File: src/rtl/sequenciador_medicao_if.sv
// Signal bundle between the measurement sequencer and its sensor front-end/discretizer side.
interface sequenciador_medicao_if;
  logic       habilita;
  logic       pronto;
  logic [1:0] categoria;
  logic       medir;
  logic       load_disc;
  logic [1:0] categoria_estavel;
  logic       nova_categoria;
  logic       falha;
  logic [3:0] contagem_falhas;
  logic       ocupado;

  modport master (
    input  habilita, pronto, categoria,
    output medir, load_disc, categoria_estavel, nova_categoria, falha, contagem_falhas, ocupado
  );

  modport slave (
    output habilita, pronto, categoria,
    input  medir, load_disc, categoria_estavel, nova_categoria, falha, contagem_falhas, ocupado
  );
endinterface

File: src/rtl/sequenciador_medicao.sv
// Periodic measurement sequencer: triggers the sensor, waits for completion with a timeout,
// loads the discretizer and debounces the resulting category.
module sequenciador_medicao #(
  parameter int unsigned INTERVALO = 50000000,
  parameter int unsigned TIMEOUT   = 2500000,
  parameter int unsigned CONFIRMA  = 3
) (
  input logic                   clk,
  input logic                   reset,
  sequenciador_medicao_if.master bus
);

  localparam int unsigned WI = $clog2(INTERVALO);
  localparam int unsigned WT = $clog2(TIMEOUT);
  localparam logic [WI-1:0] INT_FIM  = WI'(INTERVALO - 1);
  localparam logic [WT-1:0] TO_FIM   = WT'(TIMEOUT - 1);
  localparam logic [2:0]    CONF_MAX = 3'(CONFIRMA);

  typedef enum logic [2:0] {StOcioso, StDispara, StEspera, StCarrega, StAvalia} estado_t;

  estado_t       estado_q, estado_d;
  logic [WI-1:0] cnt_int_q, cnt_int_d;
  logic [WT-1:0] cnt_to_q, cnt_to_d;
  logic [1:0]    cand_q, cand_d;
  logic [2:0]    conf_q, conf_d, conf_nova;
  logic          medir_q, medir_d;
  logic          load_q, load_d;
  logic [1:0]    estavel_q, estavel_d;
  logic          nova_q, nova_d;
  logic          falha_q, falha_d;
  logic [3:0]    falhas_q, falhas_d;
  logic          ocupado_q, ocupado_d;

  always_comb begin
    estado_d  = estado_q;
    cnt_int_d = cnt_int_q;
    cnt_to_d  = cnt_to_q;
    cand_d    = cand_q;
    conf_d    = conf_q;
    conf_nova = conf_q;
    medir_d   = 1'b0;
    load_d    = 1'b0;
    estavel_d = estavel_q;
    nova_d    = 1'b0;
    falha_d   = falha_q;
    falhas_d  = falhas_q;

    unique case (estado_q)
      StOcioso: begin
        if (!bus.habilita) begin
          cnt_int_d = '0;
        end else if (cnt_int_q == INT_FIM) begin
          estado_d  = StDispara;
          cnt_int_d = '0;
          medir_d   = 1'b1;
        end else begin
          cnt_int_d = cnt_int_q + 1'b1;
        end
      end
      StDispara: begin
        estado_d = StEspera;
        cnt_to_d = '0;
      end
      StEspera: begin
        // pronto wins over a simultaneous timeout
        if (bus.pronto) begin
          estado_d = StCarrega;
          load_d   = 1'b1;
        end else if (cnt_to_q == TO_FIM) begin
          estado_d = StOcioso;
          falha_d  = 1'b1;
          conf_d   = '0;
          if (falhas_q != 4'hf) falhas_d = falhas_q + 1'b1;
        end else begin
          cnt_to_d = cnt_to_q + 1'b1;
        end
      end
      StCarrega: begin
        estado_d = StAvalia;
      end
      StAvalia: begin
        if (bus.categoria == cand_q) begin
          conf_nova = (conf_q == CONF_MAX) ? conf_q : conf_q + 3'd1;
        end else begin
          cand_d    = bus.categoria;
          conf_nova = 3'd1;
        end
        conf_d = conf_nova;
        if (conf_nova == CONF_MAX && bus.categoria != estavel_q) begin
          estavel_d = bus.categoria;
          nova_d    = 1'b1;
        end
        falha_d   = 1'b0;
        cnt_int_d = '0;
        estado_d  = StOcioso;
      end
      default: begin
        estado_d = StOcioso;
      end
    endcase

    ocupado_d = (estado_d != StOcioso);
  end

  always_ff @(posedge clk or posedge reset) begin
    if (reset) begin
      estado_q  <= StOcioso;
      cnt_int_q <= '0;
      cnt_to_q  <= '0;
      cand_q    <= '0;
      conf_q    <= '0;
      medir_q   <= 1'b0;
      load_q    <= 1'b0;
      estavel_q <= '0;
      nova_q    <= 1'b0;
      falha_q   <= 1'b0;
      falhas_q  <= '0;
      ocupado_q <= 1'b0;
    end else begin
      estado_q  <= estado_d;
      cnt_int_q <= cnt_int_d;
      cnt_to_q  <= cnt_to_d;
      cand_q    <= cand_d;
      conf_q    <= conf_d;
      medir_q   <= medir_d;
      load_q    <= load_d;
      estavel_q <= estavel_d;
      nova_q    <= nova_d;
      falha_q   <= falha_d;
      falhas_q  <= falhas_d;
      ocupado_q <= ocupado_d;
    end
  end

  assign bus.medir             = medir_q;
  assign bus.load_disc         = load_q;
  assign bus.categoria_estavel = estavel_q;
  assign bus.nova_categoria    = nova_q;
  assign bus.falha             = falha_q;
  assign bus.contagem_falhas   = falhas_q;
  assign bus.ocupado           = ocupado_q;

endmodule

File: src/flat_wrapper.sv
// flat-port wrapper written by rule: the top's interface ports become plain ports
module sequenciador_medicao_flat 
#(
  parameter int unsigned INTERVALO = 50000000,
  parameter int unsigned TIMEOUT   = 2500000,
  parameter int unsigned CONFIRMA  = 3
)
  (clk, reset, bus_habilita, bus_pronto, bus_categoria, bus_medir, bus_load_disc, bus_categoria_estavel, bus_nova_categoria, bus_falha, bus_contagem_falhas, bus_ocupado);
  sequenciador_medicao_if bus_i ();
  input logic clk;
  input logic reset;
  input wire logic [$bits(bus_i.habilita)-1:0] bus_habilita;
  input wire logic [$bits(bus_i.pronto)-1:0] bus_pronto;
  input wire logic [$bits(bus_i.categoria)-1:0] bus_categoria;
  output wire logic [$bits(bus_i.medir)-1:0] bus_medir;
  output wire logic [$bits(bus_i.load_disc)-1:0] bus_load_disc;
  output wire logic [$bits(bus_i.categoria_estavel)-1:0] bus_categoria_estavel;
  output wire logic [$bits(bus_i.nova_categoria)-1:0] bus_nova_categoria;
  output wire logic [$bits(bus_i.falha)-1:0] bus_falha;
  output wire logic [$bits(bus_i.contagem_falhas)-1:0] bus_contagem_falhas;
  output wire logic [$bits(bus_i.ocupado)-1:0] bus_ocupado;
  assign bus_i.habilita = bus_habilita;
  assign bus_i.pronto = bus_pronto;
  assign bus_i.categoria = bus_categoria;
  assign bus_medir = bus_i.medir;
  assign bus_load_disc = bus_i.load_disc;
  assign bus_categoria_estavel = bus_i.categoria_estavel;
  assign bus_nova_categoria = bus_i.nova_categoria;
  assign bus_falha = bus_i.falha;
  assign bus_contagem_falhas = bus_i.contagem_falhas;
  assign bus_ocupado = bus_i.ocupado;
  sequenciador_medicao #(.INTERVALO(INTERVALO), .TIMEOUT(TIMEOUT), .CONFIRMA(CONFIRMA)) u_core (.clk(clk), .reset(reset), .bus(bus_i));
endmodule
File: config.mk
export PLATFORM = sky130hd
export DESIGN_NAME = sequenciador_medicao_flat
export DESIGN_NICKNAME = d
export VERILOG_FILES = /design/src/rtl/sequenciador_medicao_if.sv /design/src/rtl/sequenciador_medicao.sv /design/src/flat_wrapper.sv
export SDC_FILE = /design/constraint.sdc
export NUM_CORES = 1
export LEC_CHECK = 0
export BUFFER_PORTS_ARGS = -buffer_cell sky130_fd_sc_hd__buf_2
export CORE_AREA = 2 2 85 87
export CTS_CLUSTER_SIZE = 8
export DETAILED_ROUTE_END_ITERATION = 10
export DIE_AREA = 0 0 87 89
export PLACE_DENSITY = 0.71
export SYNTH_ARGS = -nofsm -noshare
export SYNTH_HDL_FRONTEND = slang
export SYNTH_SLANG_ARGS = --single-unit
File: constraint.sdc
create_clock -name clk -period 5.4 [get_ports clk]
set_input_delay 0.81 -clock clk [delete_from_list [all_inputs] [get_ports clk]]
set_output_delay 0.81 -clock clk [all_outputs]
set_load 0.1 [all_outputs]
Word-level counts from Yosys, hierarchy flattened
Cells that the tools add are included.
Word-level totals
  flip-flop bits (word level): 67
  bits in latches: 0
  memory bits (writable): 0
  memory bits (read-only): 0
  input port bits: 6
  output and inout port bits: 11
  word-level logic and storage cells: 70
  memories kept: 0
Cells by class
  add/subtract/negate cells: 4
  $mul: 0
  div/mod/pow operators: 0
  magnitude comparators: 0
  equality and inequality tests: 14
  shifts and indexed selects: 0
  muxes and demuxes: 27
  bitwise logic cells: 2
  reductions and logical operators: 11
Operators with widths (count)
  26-bit 2-to-1 mux: 2
  26-bit case mux with 2 select lines: 1
  22-bit 2-to-1 mux: 2
  22-bit case mux with 2 select lines: 1
  3-bit 2-to-1 mux: 9
  26-bit by 1-bit adder with 26-bit output (second input constant): 1
  26-bit equality test (second input constant): 1
  22-bit by 1-bit adder with 22-bit output (second input constant): 1
  22-bit equality test (second input constant): 1
  3-bit by 2-bit equality test with 1-bit output (second input constant): 4
  3-bit case mux with 4 select lines: 1
  1-bit 2-to-1 mux: 9
  3-bit case mux with 2 select lines: 1
  3-bit AND reduction: 2
  2-bit nonzero test: 3
  4-bit by 1-bit adder with 4-bit output (second input constant): 1
  2-bit inequality test (second input constant): 2
  4-bit inequality test (second input constant): 1
  2-bit AND reduction: 2
  4-bit AND reduction: 1
  3-bit by 1-bit adder with 3-bit output (second input constant): 1
  3-bit by 1-bit equality test with 1-bit output (second input constant): 1
  3-bit equality test (second input constant): 1
  3-bit logical NOT: 1
  7 further kinds: 8

Logic depth before layout (Yosys ltp)
Gate-level depths: netlist (run 1).
  word-level depth: 8
  gate-level depth with buffers: 9
  depth with buffers taken out: 6

Least setup slack after synthesis (run 1)
OpenSTA, ideal clock, no wires.
  path kind: input port to flip-flop
  start point: input bus_pronto
  end point: register u_core.falhas_q[1], in the netlist u_core.bus.contagem_falhas[1]
  setup time: 0.128 ns
  arrival time: 2.202 ns
  data required time: 5.272 ns
  path slack: 3.069 ns
  stages: 5
  buffers on the path: 1
  path through: or4b_4 > buf_6 > nor3_4 > nand2_1 > mux2_1
On the way
  cells in the longest elaborated chain, start to end: 2
Ends and longest elaborated chain
  start: declaration: line flat_wrapper.sv:13  | input wire logic [$bits(bus_i.pronto)-1:0] bus_pronto;
  1-bit inverter (no source line)
  4-bit AND reduction (no source line)
  end signal: assignment: line sequenciador_medicao.sv:130  | falhas_q <= falhas_d;
  end: declaration: line sequenciador_medicao.sv:31  | logic [3:0] falhas_q, falhas_d;
No other way between the ends.
A chain may end at the register's enable or synchronous reset.

Final worst setup path (run 1)
  start point: register u_core.estado_q[1]
  end point: register u_core.estavel_q[0], in the netlist u_core.bus.categoria_estavel[0]
On the way
  cells in the longest elaborated chain, start to end: 2
Ends and longest elaborated chain
  start: declaration: line sequenciador_medicao.sv:21  | estado_t estado_q, estado_d;
  start signal: assignment: line sequenciador_medicao.sv:107  | estado_q <= StOcioso;
  start signal: assignment: line sequenciador_medicao.sv:120  | estado_q <= estado_d;
  3-bit equality test: line sequenciador_medicao.sv:48  | unique case (estado_q)
  2-bit AND reduction (no source line)
  end signal: assignment: line sequenciador_medicao.sv:127  | estavel_q <= estavel_d;
  end: declaration: line sequenciador_medicao.sv:28  | logic [1:0] estavel_q, estavel_d;
No other way between the ends.

==> results of run 1 <==
[layout by cell type, fill, tap and decap left out, types with 6 or more instances in the layout]
cell and n:
a21oi_1 19, a22o_1 7, a31oi_1 15, and3_1 7, and4_1 6, buf_2 16
clkbuf_8 9, dfrtp_1 67, inv_1 12, mux2_2 6, nand2_1 36, nand2b_1 6
nand3_1 26, nand4_1 15, nor2_1 24, nor3_1 8, o211ai_1 7, o21ai_0 10
o31ai_1 6, xnor2_1 13, xor2_1 7
[per-stage QoR]
| stage | instances | area, µm² |
|---|---|---|
| after global placement | 457 | 3760 |
| after floorplan | 378 | 3680 |
| after CTS | 473 | 3970 |
| final | 473 | 3970 |
| after detailed placement | 457 | 3760 |
| after global routing | 473 | 3970 |
[layout make-up]
cell class | count | area (µm²) | share of cell area [%]
Tap cell | 80 | 100 | 2.52
Timing Repair Buffer | 18 | 95.1 | 2.39
Multi-Input combinational cell | 279 | 1840 | 46.4
Inverter | 13 | 48.8 | 1.23
Clock buffer | 10 | 128 | 3.21
Clock inverter | 6 | 80.1 | 2.02
Sequential cell | 67 | 1680 | 42.2
[flip-flops by register name, summed over array words and instances (netlist names), 2 cells and up]
name	cells
u_core.estado_q	3
u_core.conf_q	3
u_core.bus.categoria_estavel	2
u_core.cnt_to_q	22
u_core.bus.contagem_falhas	4
u_core.cand_q	2
u_core.cnt_int_q	26
[final timing paths]
kind                                         start                         endpoint  cells after the start
max in group asynchronous                    reset             u_core.cnt_int_q[20]                      3
worst max-delay path            u_core.estado_q[1]  u_core.bus.categoria_estavel[0]                      4
worst min-delay path              u_core.bus.falha                 u_core.bus.falha                      1
min in group asynchronous                    reset              u_core.cnt_to_q[15]                      3
worst max register to register  u_core.estado_q[1]  u_core.bus.categoria_estavel[0]                      4
worst min register to register    u_core.bus.falha                 u_core.bus.falha                      1
[cells by family after synthesis]
kind of cell / synth area share [%]
flip-flops: 45.6
multiplexers: 3.23
buffers and inverters: 4.42
adder cells (fa/ha/maj): 1.36
AO/OA/AOI/OAI: 14.6
XOR/XNOR: 4.76
AND/OR/NAND/NOR: 26.0
[power by group]
group / switching (mW) / internal [mW] / total, mW
Clock: 0.191 / 0.257 / 0.448
Sequential: 0.0731 / 0.563 / 0.636
Combinational: 0.278 / 0.124 / 0.402
Total: 0.542 / 0.944 / 1.49
[worst max-delay path: stages (launching register included)]
cell and delay [ps]:
dfrtp_1 490, nor2_1 850, nand2_1 420, nor4_2 490, mux2_2 380
[Yosys cell counts (all sizes together) (3+ instances only)]
cell / instances
ha: 4
and4: 6
mux2i: 4
nor2: 24
a31oi: 15
a21oi: 20
and3: 7
dfrtp: 67
a41oi: 3
o21ai: 11
xnor2: 13
a22o: 7
o31ai: 6
clkbuf: 10
xor2: 7
inv: 13
nand3: 26
or3b: 3
mux2: 7
nand2: 36
buf: 9
o311ai: 3
nand2b: 6
or4: 5
o211ai: 7
nor3: 10
nand4: 15
nor4: 8
[routing by layer]
| layer | wire length [µm] | part of all wire (%) | global-route usage (%) | vias to the layer above |
|---|---|---|---|---|
| met5 | 0 | 0 | 0 | - |
| met4 | 103 | 1.4 | 7.39 | 0 |
| met1 | 3710 | 50 | 30.7 | 1399 |
| li1 | - | - | - | 1433 |
| met2 | 3320 | 45 | 32.1 | 57 |
| met3 | 258 | 3.5 | 4.06 | 11 |
==> qor.log, run 1 <==
[clock_network] number of buffers added to fix hold violations after cts 0
[placement] worst slack at placement 2680 ps
[hold_path] class of the worst hold path reg -> reg
[sta] transition time at the pin with the least slew margin 1050 ps
[power_and_ir_drop] Worst IR Drop VDD 0.000232 V
[floorplan] height of the chip 89 µm
[global_routing] global-route wire length before repair 13000 µm
[global_routing] remaining global-route overflow 0
[cells_and_area] number of nets in the layout 398
[sta] upper clock frequency limit 365 MHz
[global_routing] GRT Resource Usage Total 21.2%
[sta] sum of negative setup slack 0 ps
[route] routed length per placed instance 15.6 µm
[yosys] gate count of the mapped netlist 378
[route] First DRT Iteration DRCs 202
[yosys] dominant cell type by area after synthesis dfrtp_1
[job] max capacitance violation total 0
[critical_path] CP arrival 2960 ps
[global_routing] number of global-route vias before repair 2675
[sta] Worst Hold Margin 493 ps
[sta] worst-case setup margin in the final layout 2660 ps
[clock_network] clock buffers created by TritonCTS 9
[yosys] area of the mapped netlist 3680 µm²
[yosys] library cells used by synthesis 57
[power_and_ir_drop] Cell Pwr Density 374 nW/µm²
[clock_network] number of H-tree levels 3
[clock_network] buffer cell driving the clock tree root clkbuf_8
[placement] I/O Buffers 16
[route] number of iterations in the first detailed-routing pass 4
[critical_path] element type at the critical path end flop
[sta] final worst-path cycle share 50.8%
[yosys] number of enable flip-flop cells after synthesis 0
[floorplan] starting density of the core 54.7%
[placement] detailed-placement wirelength estimate 4840 µm
[placement] placer's final routability congestion estimate 0.815
[clock_network] TritonCTS clock tree done
[sta] Max Clock Skew 5.84 ps
[floorplan] die boundary width 87 µm
[sta] Slew Limit Fails 0
[outcome] result of the run completed
[sta] Hold Fails Final Rpt 0
[floorplan] FP Rows 30
[power_and_ir_drop] Lkg Pwr 1.72 nW
[clock_network] Skew-Pair Late Insertion Delay 340 ps
[critical_path] CP Data Required Time 5620 ps
[clock_network] CTS resizes 0
[sta] final setup violation count 0
[yosys] mean post-synth cell area 9.73 µm²
[floorplan] I/O pin count 17
[clock_network] buffers inserted by post-CTS timing repair 0
[yosys] net count after synthesis 388
[cells_and_area] ANT cells 0
[route] WL final 7390 µm
[route] Via Count 2900
[yosys] share of synthesized area occupied by flip-flops and latches 45.6%
[yosys] Synth top area share 45.6%
[global_routing] number of antenna violations at the first check in global routing 0
[cells_and_area] fraction of final layout cells sized beyond drive strength 1 13.5%
[sta] max-slew headroom at the worst pin 29.9%
[route] final antenna-violating net count 0
[critical_path] element type at the critical path start flop
[power_and_ir_drop] total power 1.49 mW
[yosys] most instantiated flip-flop cell in the synthesis netlist dfrtp_1
[cells_and_area] core occupancy in the finished layout 59.1%
[yosys] number of storage elements in the synthesis netlist 67
[cells_and_area] area growth from synthesis to final layout 8.00%
[yosys] Syn. warnings 0
[route] total DRC errors in the routed layout 0
[global_routing] largest net degree at the start of global routing 68
[sta] min cycle time layout 2740 ps
[critical_path] flop2flop setup slack 2660 ps
[sta] setup repair after global routing missed its margin false
[cells_and_area] number of fill cells in the layout 582
[clock_network] total clock sinks 67
[route] mean number of vias per cell 6.13
[floorplan] core outline area 6720 µm²
[floorplan] floorplan die area 7740 µm²
[clock_network] buffer depth of the longest clock path 2
[critical_path] Worst Path Class, Setup reg -> reg
[yosys] async set-reset flop share out of synthesis 100%
[critical_path] crit-path max FO 15
[clock_network] Clk pin slew, worst setup/hold paths 70 ps
[yosys] top area cells in the synthesized netlist dfrtp_1, nand2_1, nand3_1, xnor2_1, a21oi_1
(Power assumes the default switching activity.)
==> inputs of run 2 (changes only) <==
Settings changed: ABC_AREA set to 1, CORE_AREA 2 2 85 87 to 2 2 90 92, DIE_AREA 0 0 87 89 to 0 0 92 94.
Clock period 5.4 ns to 2.7 ns, I/O delays scaled along.
==> run 2 against run 1 <==
Non-clock buffer count unchanged; highest routed layer unchanged; worst setup slack lost 2000 ps; sequential cell count did not move; worst hold slack got worse by 350 ps; cell count is 54% higher; clock power rose by 140%; wire length rose by 25%.
==> qor.log, run 2 <==
[sta] Hold Fails Final Rpt 0
[clock_network] CTS resizes 0
[clock_network] TritonCTS clock tree done
[sta] Worst Hold Margin 140 ps
[sta] setup repair after global routing missed its margin false
[cells_and_area] area occupied by multi-input gates 2140 µm²
[placement] Placed Cells 712
[sta] upper clock frequency limit 501 MHz
[hold_path] class of the worst hold path in -> async
[placement] I/O Buffers 16
[cells_and_area] commonest cells after routing, fill and taps aside nand2_1, nor2_1, nand3_1
[critical_path] CP arrival 2230 ps
[cells_and_area] sequential cell area 1680 µm²
[cells_and_area] ANT cells 0
[power_and_ir_drop] switching fraction of total power 40.7%
[yosys] area of the mapped netlist 4150 µm²
[cells_and_area] number of nets in the layout 631
[clock_network] number of buffers added to fix hold violations after cts 0
[clock_network] clock buffers created by TritonCTS 9
[sta] min cycle time layout 2000 ps
[power_and_ir_drop] Lkg Pwr 2.02 nW
[critical_path] CP Data Required Time 2930 ps
[yosys] most common cell in the synthesized netlist nand2_1
[yosys] cell types with the highest counts after synthesis nand2_1, nor2_1, nand3_1
[yosys] top area cells in the synthesized netlist dfrtp_1, nand2_1, nand3_1, nor2_1, inv_1
[critical_path] Critical Path Source u_core.cnt_to_q[0]
[clock_network] number of H-tree levels 3
[route] final antenna-violating net count 0
[critical_path] element type at the critical path end flop
[critical_path] RR Startpoint u_core.cnt_to_q[0]
[placement] Post-Place Cell Area 4320 µm²
[route] routed length per placed instance 12.7 µm
[power_and_ir_drop] Int Pwr 1.94 mW
[sta] transition time at the pin with the least slew margin 666 ps
[route] total length of routed met3 wires 342 µm
[yosys] async set-reset flop share out of synthesis 100%
[cells_and_area] register ranked first by flip-flop count u_core.cnt_int_q
[sta] Slew Limit Fails 0
[cells_and_area] area growth from synthesis to final layout 10.0%
[clock_network] buffers inserted by post-CTS timing repair 0
[route] metal1 wirelength 4480 µm
[route] total DRC errors in the routed layout 0
[yosys] Synth top area share 40.4%
[cells_and_area] commonest non-fill, non-tap cell in the layout nand2_1
[floorplan] floorplan die area 8650 µm²
[cells_and_area] core occupancy in the finished layout 60.0%
[route] highest metal layer with signal wires met4
[power_and_ir_drop] net load switching power 1.34 mW
[sta] worst-case setup margin in the final layout 704 ps
[clock_network] Clk pin slew, worst setup/hold paths 80 ps
[yosys] mean post-synth cell area 6.89 µm²
[floorplan] core outline area 7610 µm²
[placement] detailed-placement wirelength estimate 6590 µm
[job] max capacitance violation total 0
[cells_and_area] Final Cell Area 4560 µm²
[global_routing] largest net degree at the start of global routing 45
[sta] Max Clock Skew 10.3 ps
[clock_network] buffer depth of the longest clock path 2
[yosys] gate count of the mapped netlist 602
[route] WL final 9220 µm
[cells_and_area] max FFs per register 26
[yosys] net count after synthesis 612
[yosys] most instantiated flip-flop cell in the synthesis netlist dfrtp_1
[cells_and_area] number of fill cells in the layout 693
[global_routing] number of global-route vias before repair 3534
[yosys] library cells used by synthesis 28
[global_routing] number of antenna violations at the first check in global routing 0
[floorplan] I/O pin count 17
[clock_network] total clock sinks 67
[sta] max-slew headroom at the worst pin 55.2%
[yosys] number of storage elements in the synthesis netlist 67
[power_and_ir_drop] combinational group share of total power 30.5%
[outcome] result of the run completed
[placement] placer's final routability congestion estimate 0.922
[global_routing] global-route wire length before repair 16000 µm
[route] mean number of vias per cell 5.26
[clock_network] Skew-Pair Late Insertion Delay 360 ps
[power_and_ir_drop] proportion of power drawn by the clock network 32.2%
[power_and_ir_drop] total power 3.28 mW
[route] number of iterations in the first detailed-routing pass 5
[yosys] dominant cell type by area after synthesis dfrtp_1
[cells_and_area] fraction of final layout cells sized beyond drive strength 1 8.31%
[route] met2 routed WL 4210 µm
[power_and_ir_drop] part of the total power dissipated in sequential elements 37.3%
[critical_path] element type at the critical path start flop
[yosys] share of synthesized area occupied by flip-flops and latches 40.4%
[sta] final worst-path cycle share 73.9%
[sta] sum of negative setup slack 0 ps
[yosys] Syn. warnings 0
[power_and_ir_drop] Worst IR Drop VDD 0.000370 V
[sta] final setup violation count 0
[route] Via Count 3829
[clock_network] buffer cell driving the clock tree root clkbuf_8
[floorplan] die boundary width 92 µm
[cells_and_area] non-filler instance count after layout 728
[floorplan] starting density of the core 54.5%
[global_routing] remaining global-route overflow 0
[global_routing] GRT Resource Usage Total 22.8%
[power_and_ir_drop] Cell Pwr Density 719 nW/µm²
[floorplan] height of the chip 94 µm
[route] First DRT Iteration DRCs 218
[floorplan] FP Rows 32
[critical_path] crit-path max FO 44
[critical_path] Worst Path Class, Setup reg -> reg
[yosys] number of enable flip-flop cells after synthesis 0
[placement] worst slack at placement 746 ps
==> run 2: cell count changes after synthesis, sizes merged, moves of 7 or more <==
cell    change
nand2     +158
mux2        -7
o21ai      +34
a22o        -7
a31oi      -15
o211ai      -7
inv        +56
a21oi      -18
nor4        -8
nor2       +54
nand3      +45
and3        -7
==> run 2: cell type report <==
type | count | area share [%]
flip-flops and latches | 67 | 36.7
inverters | 70 | 5.79
clock buffers | 9 | 2.71
well taps | 102 | 2.80
repair buffers | 18 | 2.36
multi-input cells | 455 | 46.9
clock inverters | 7 | 2.71
==> run 2: cells by family after synthesis <==
group,Yosys count,synth area share [%]
DFF,67,40.4
xor gates and xnor gates,21,4.44
adders and majority gates,4,1.21
buffers and inverters,80,7.97
AOI/OAI and AO/OA,53,6.70
and+or+nand+nor,377,39.3
==> run 2: worst paths after layout <==
kind | slack, ps | cells after the start | end
max in group asynchronous | 1940 | 3 | u_core.cnt_to_q[16]
worst min-delay path | 140 | 2 | u_core.cnt_int_q[17]
worst min register to register | 460 | 1 | u_core.estado_q[2]
worst max-delay path | 700 | 9 | u_core.cnt_to_q[7]
worst max register to register | 700 | 9 | u_core.cnt_to_q[7]
min in group clk | 320 | 3 | u_core.bus.load_disc
==> run 2: worst max-delay path, cell delays in order (launching register included) <==
cell	delay [ps]
dfrtp_1	450
ha_1	280
nand3_2	170
clkinv_2	130
nand2_1	100
nor2_2	50
nand3_2	70
nand3_4	350
nand2_1	180
o21ai_1	80
==> run 2: power by group through the flow <==
| stage | clock network (mW) | logic, mW | registers, mW |
|---|---|---|---|
| after floorplan | 0 | 0.677 | 1.44 |
| after global placement | 0 | 0.992 | 1.23 |
| after detailed placement | 0 | 1.00 | 1.24 |
| after CTS | 1.07 | 1.01 | 1.22 |
| after global routing | 1.12 | 1.12 | 1.24 |
| final | 1.06 | 0.999 | 1.22 |
==> run 2: metal layers <==
| metal | GRT usage, % | vias up |
|---|---|---|
| met3 | 4.09 | 18 |
| met5 | 0 | - |
| met2 | 37.1 | 75 |
| met1 | 30.7 | 1762 |
| met4 | 8.33 | 0 |
| li1 | - | 1974 |
==> inputs of run 3 (changes only) <==
Clock period 2.7 ns to 1.85 ns, I/O delays scaled along.
==> run 3 against run 2 <==
Wire length increased by 5.2%; final area up 3.1%; total power grew 50%; via count increased by 1.7%; sequential power grew 44%; maximum frequency up 16%; non-clock buffer count rose by 11; worst hold slack better by 48 ps; register-to-register slack lost 580 ps; clock power grew 32%; critical path type unchanged.
==> qor.log, run 3 (synthesized netlist as in run 2, its figures left out) <==
[clock_network] total clock sinks 67
[route] total DRC errors in the routed layout 0
[cells_and_area] number of fill cells in the layout 705
[power_and_ir_drop] Cell Pwr Density 1050 nW/µm²
[critical_path] CP Data Required Time 2060 ps
[placement] I/O Buffers 16
[sta] setup repair after global routing missed its margin false
[floorplan] starting density of the core 54.5%
[sta] Max Clock Skew 13.1 ps
[sta] Slew Limit Fails 0
[floorplan] I/O pin count 17
[floorplan] die boundary width 92 µm
[global_routing] GRT Resource Usage Total 24.1%
[clock_network] buffer depth of the longest clock path 2
[hold_path] number of stages on the worst hold path 3
[clock_network] Clk pin slew, worst setup/hold paths 80 ps
[floorplan] floorplan die area 8650 µm²
[cells_and_area] fraction of final layout cells sized beyond drive strength 1 10.8%
[power_and_ir_drop] Lkg Pwr 2.07 nW
[sta] upper clock frequency limit 580 MHz
[sta] final worst-path cycle share 93.2%
[global_routing] global-route wire length before repair 16800 µm
[critical_path] element type at the critical path end flop
[hold_path] class of the worst hold path in -> reg
[sta] transition time at the pin with the least slew margin 619 ps
[sta] max-slew headroom at the worst pin 58.7%
[power_and_ir_drop] Worst IR Drop VDD 0.000466 V
[critical_path] Worst Path Class, Setup reg -> reg
[placement] placer's final routability congestion estimate 0.865
[critical_path] crit-path max FO 7
[clock_network] clock buffers created by TritonCTS 9
[cells_and_area] commonest cells after routing, fill and taps aside nand2_1, nor2_1, nand3_1
[floorplan] FP Rows 32
[critical_path] Critical Path Source u_core.cnt_int_q[0]
[cells_and_area] Final Cell Area 4710 µm²
[critical_path] Register-to-Register Path Depth 10
[clock_network] TritonCTS clock tree done
[route] WL final 9700 µm
[job] max capacitance violation total 0
[cells_and_area] commonest non-fill, non-tap cell in the layout nand2_1
[placement] detailed-placement wirelength estimate 6790 µm
[route] Via Count 3894
[clock_network] buffers inserted by post-CTS timing repair 0
[global_routing] remaining global-route overflow 0
[global_routing] number of global-route vias before repair 3716
[outcome] result of the run completed
[power_and_ir_drop] total power 4.93 mW
[cells_and_area] area growth from synthesis to final layout 13.5%
[critical_path] worst r2r dst u_core.cnt_int_q[16]
[sta] worst-case setup margin in the final layout 126 ps
[cells_and_area] number of nets in the layout 645
[sta] sum of negative setup slack 0 ps
[route] routed length per placed instance 13.1 µm
[placement] worst slack at placement 3.61 ps
[critical_path] CP arrival 1940 ps
[global_routing] number of antenna violations at the first check in global routing 0
[clock_network] number of H-tree levels 3
[global_routing] largest net degree at the start of global routing 28
[placement] Placed Cells 722
[cells_and_area] max FFs per register 26
[cells_and_area] non-filler instance count after layout 742
[clock_network] buffer cell driving the clock tree root clkbuf_8
[sta] final setup violation count 0
[floorplan] height of the chip 94 µm
[route] number of iterations in the first detailed-routing pass 4
[cells_and_area] ANT cells 0
[cells_and_area] register ranked first by flip-flop count u_core.cnt_int_q
[sta] min cycle time layout 1720 ps
[critical_path] flop2flop setup slack 130 ps
[route] First DRT Iteration DRCs 242
[critical_path] RR Startpoint u_core.cnt_int_q[0]
[clock_network] Skew-Pair Late Insertion Delay 350 ps
[placement] Post-Place Cell Area 4400 µm²
[critical_path] element type at the critical path start flop
[critical_path] worst setup path endpoint u_core.cnt_int_q[16]
[sta] Hold Fails Final Rpt 0
[floorplan] core outline area 7610 µm²
[route] final antenna-violating net count 0
[route] mean number of vias per cell 5.25
[run 3: critical path, stage by stage, from the launching register on]
cell	delay (ps)
dfrtp_1	390
ha_1	200
nand3_1	160
inv_1	140
nand2_1	120
nor2_4	210
nand2_1	100
nand2_1	70
nand2_1	50
nand2_1	50
o21ai_0	100
[run 3: per-layer routing]
metal	vias to the layer above	wire, µm	GRT usage (%)	share of wire [%]
met1	1811	4490	31.2	46
li1	2004	-	-	-
met2	68	4780	41.8	49
met4	0	136	6.84	1.4
met5	-	0	0	0
met3	11	293	4.25	3.0
[run 3: final cells by class]
class / instances / area (µm²) / area share (%)
timing repair buffer: 29 / 193 / 4.09
clock buffer: 9 / 124 / 2.63
multi-input combinational: 458 / 2210 / 47.1
clock inverter: 7 / 100 / 2.13
inverter: 70 / 268 / 5.69
sequential: 67 / 1680 / 35.7
tap: 102 / 128 / 2.71
[run 3: how the worst min path moves through the flow]
stage          slack, ps                   end        from
3_3_place_gp         380      u_core.bus.medir       reset
5_1_grt              190  u_core.bus.load_disc  bus_pronto
2_1_floorplan        420  u_core.bus.load_disc  bus_pronto
4_1_cts              180  u_core.bus.load_disc  bus_pronto
3_5_place_dp         390      u_core.bus.medir       reset
6_report             190  u_core.bus.load_disc  bus_pronto
[run 3: per-stage QoR]
step	util, %	hold WS [ps]
global route	61.9	188
finish	61.9	188
floorplan	-	418
global placement	57.8	379
CTS	61.1	179
detailed placement	57.8	389
[run 3: timing repair]
item                       CTS  global route
pin swaps                    0             0
gates cloned                 1             2
hold endpoints to repair     2             0
setup endpoints to repair    4            27
hold buffers                 1             0
resized for setup            1             7
[run 3: power by group]
part           switching (mW)  internal [mW]
Combinational            1.33          0.443
Clock                   0.629          0.771
Sequential              0.134           1.62
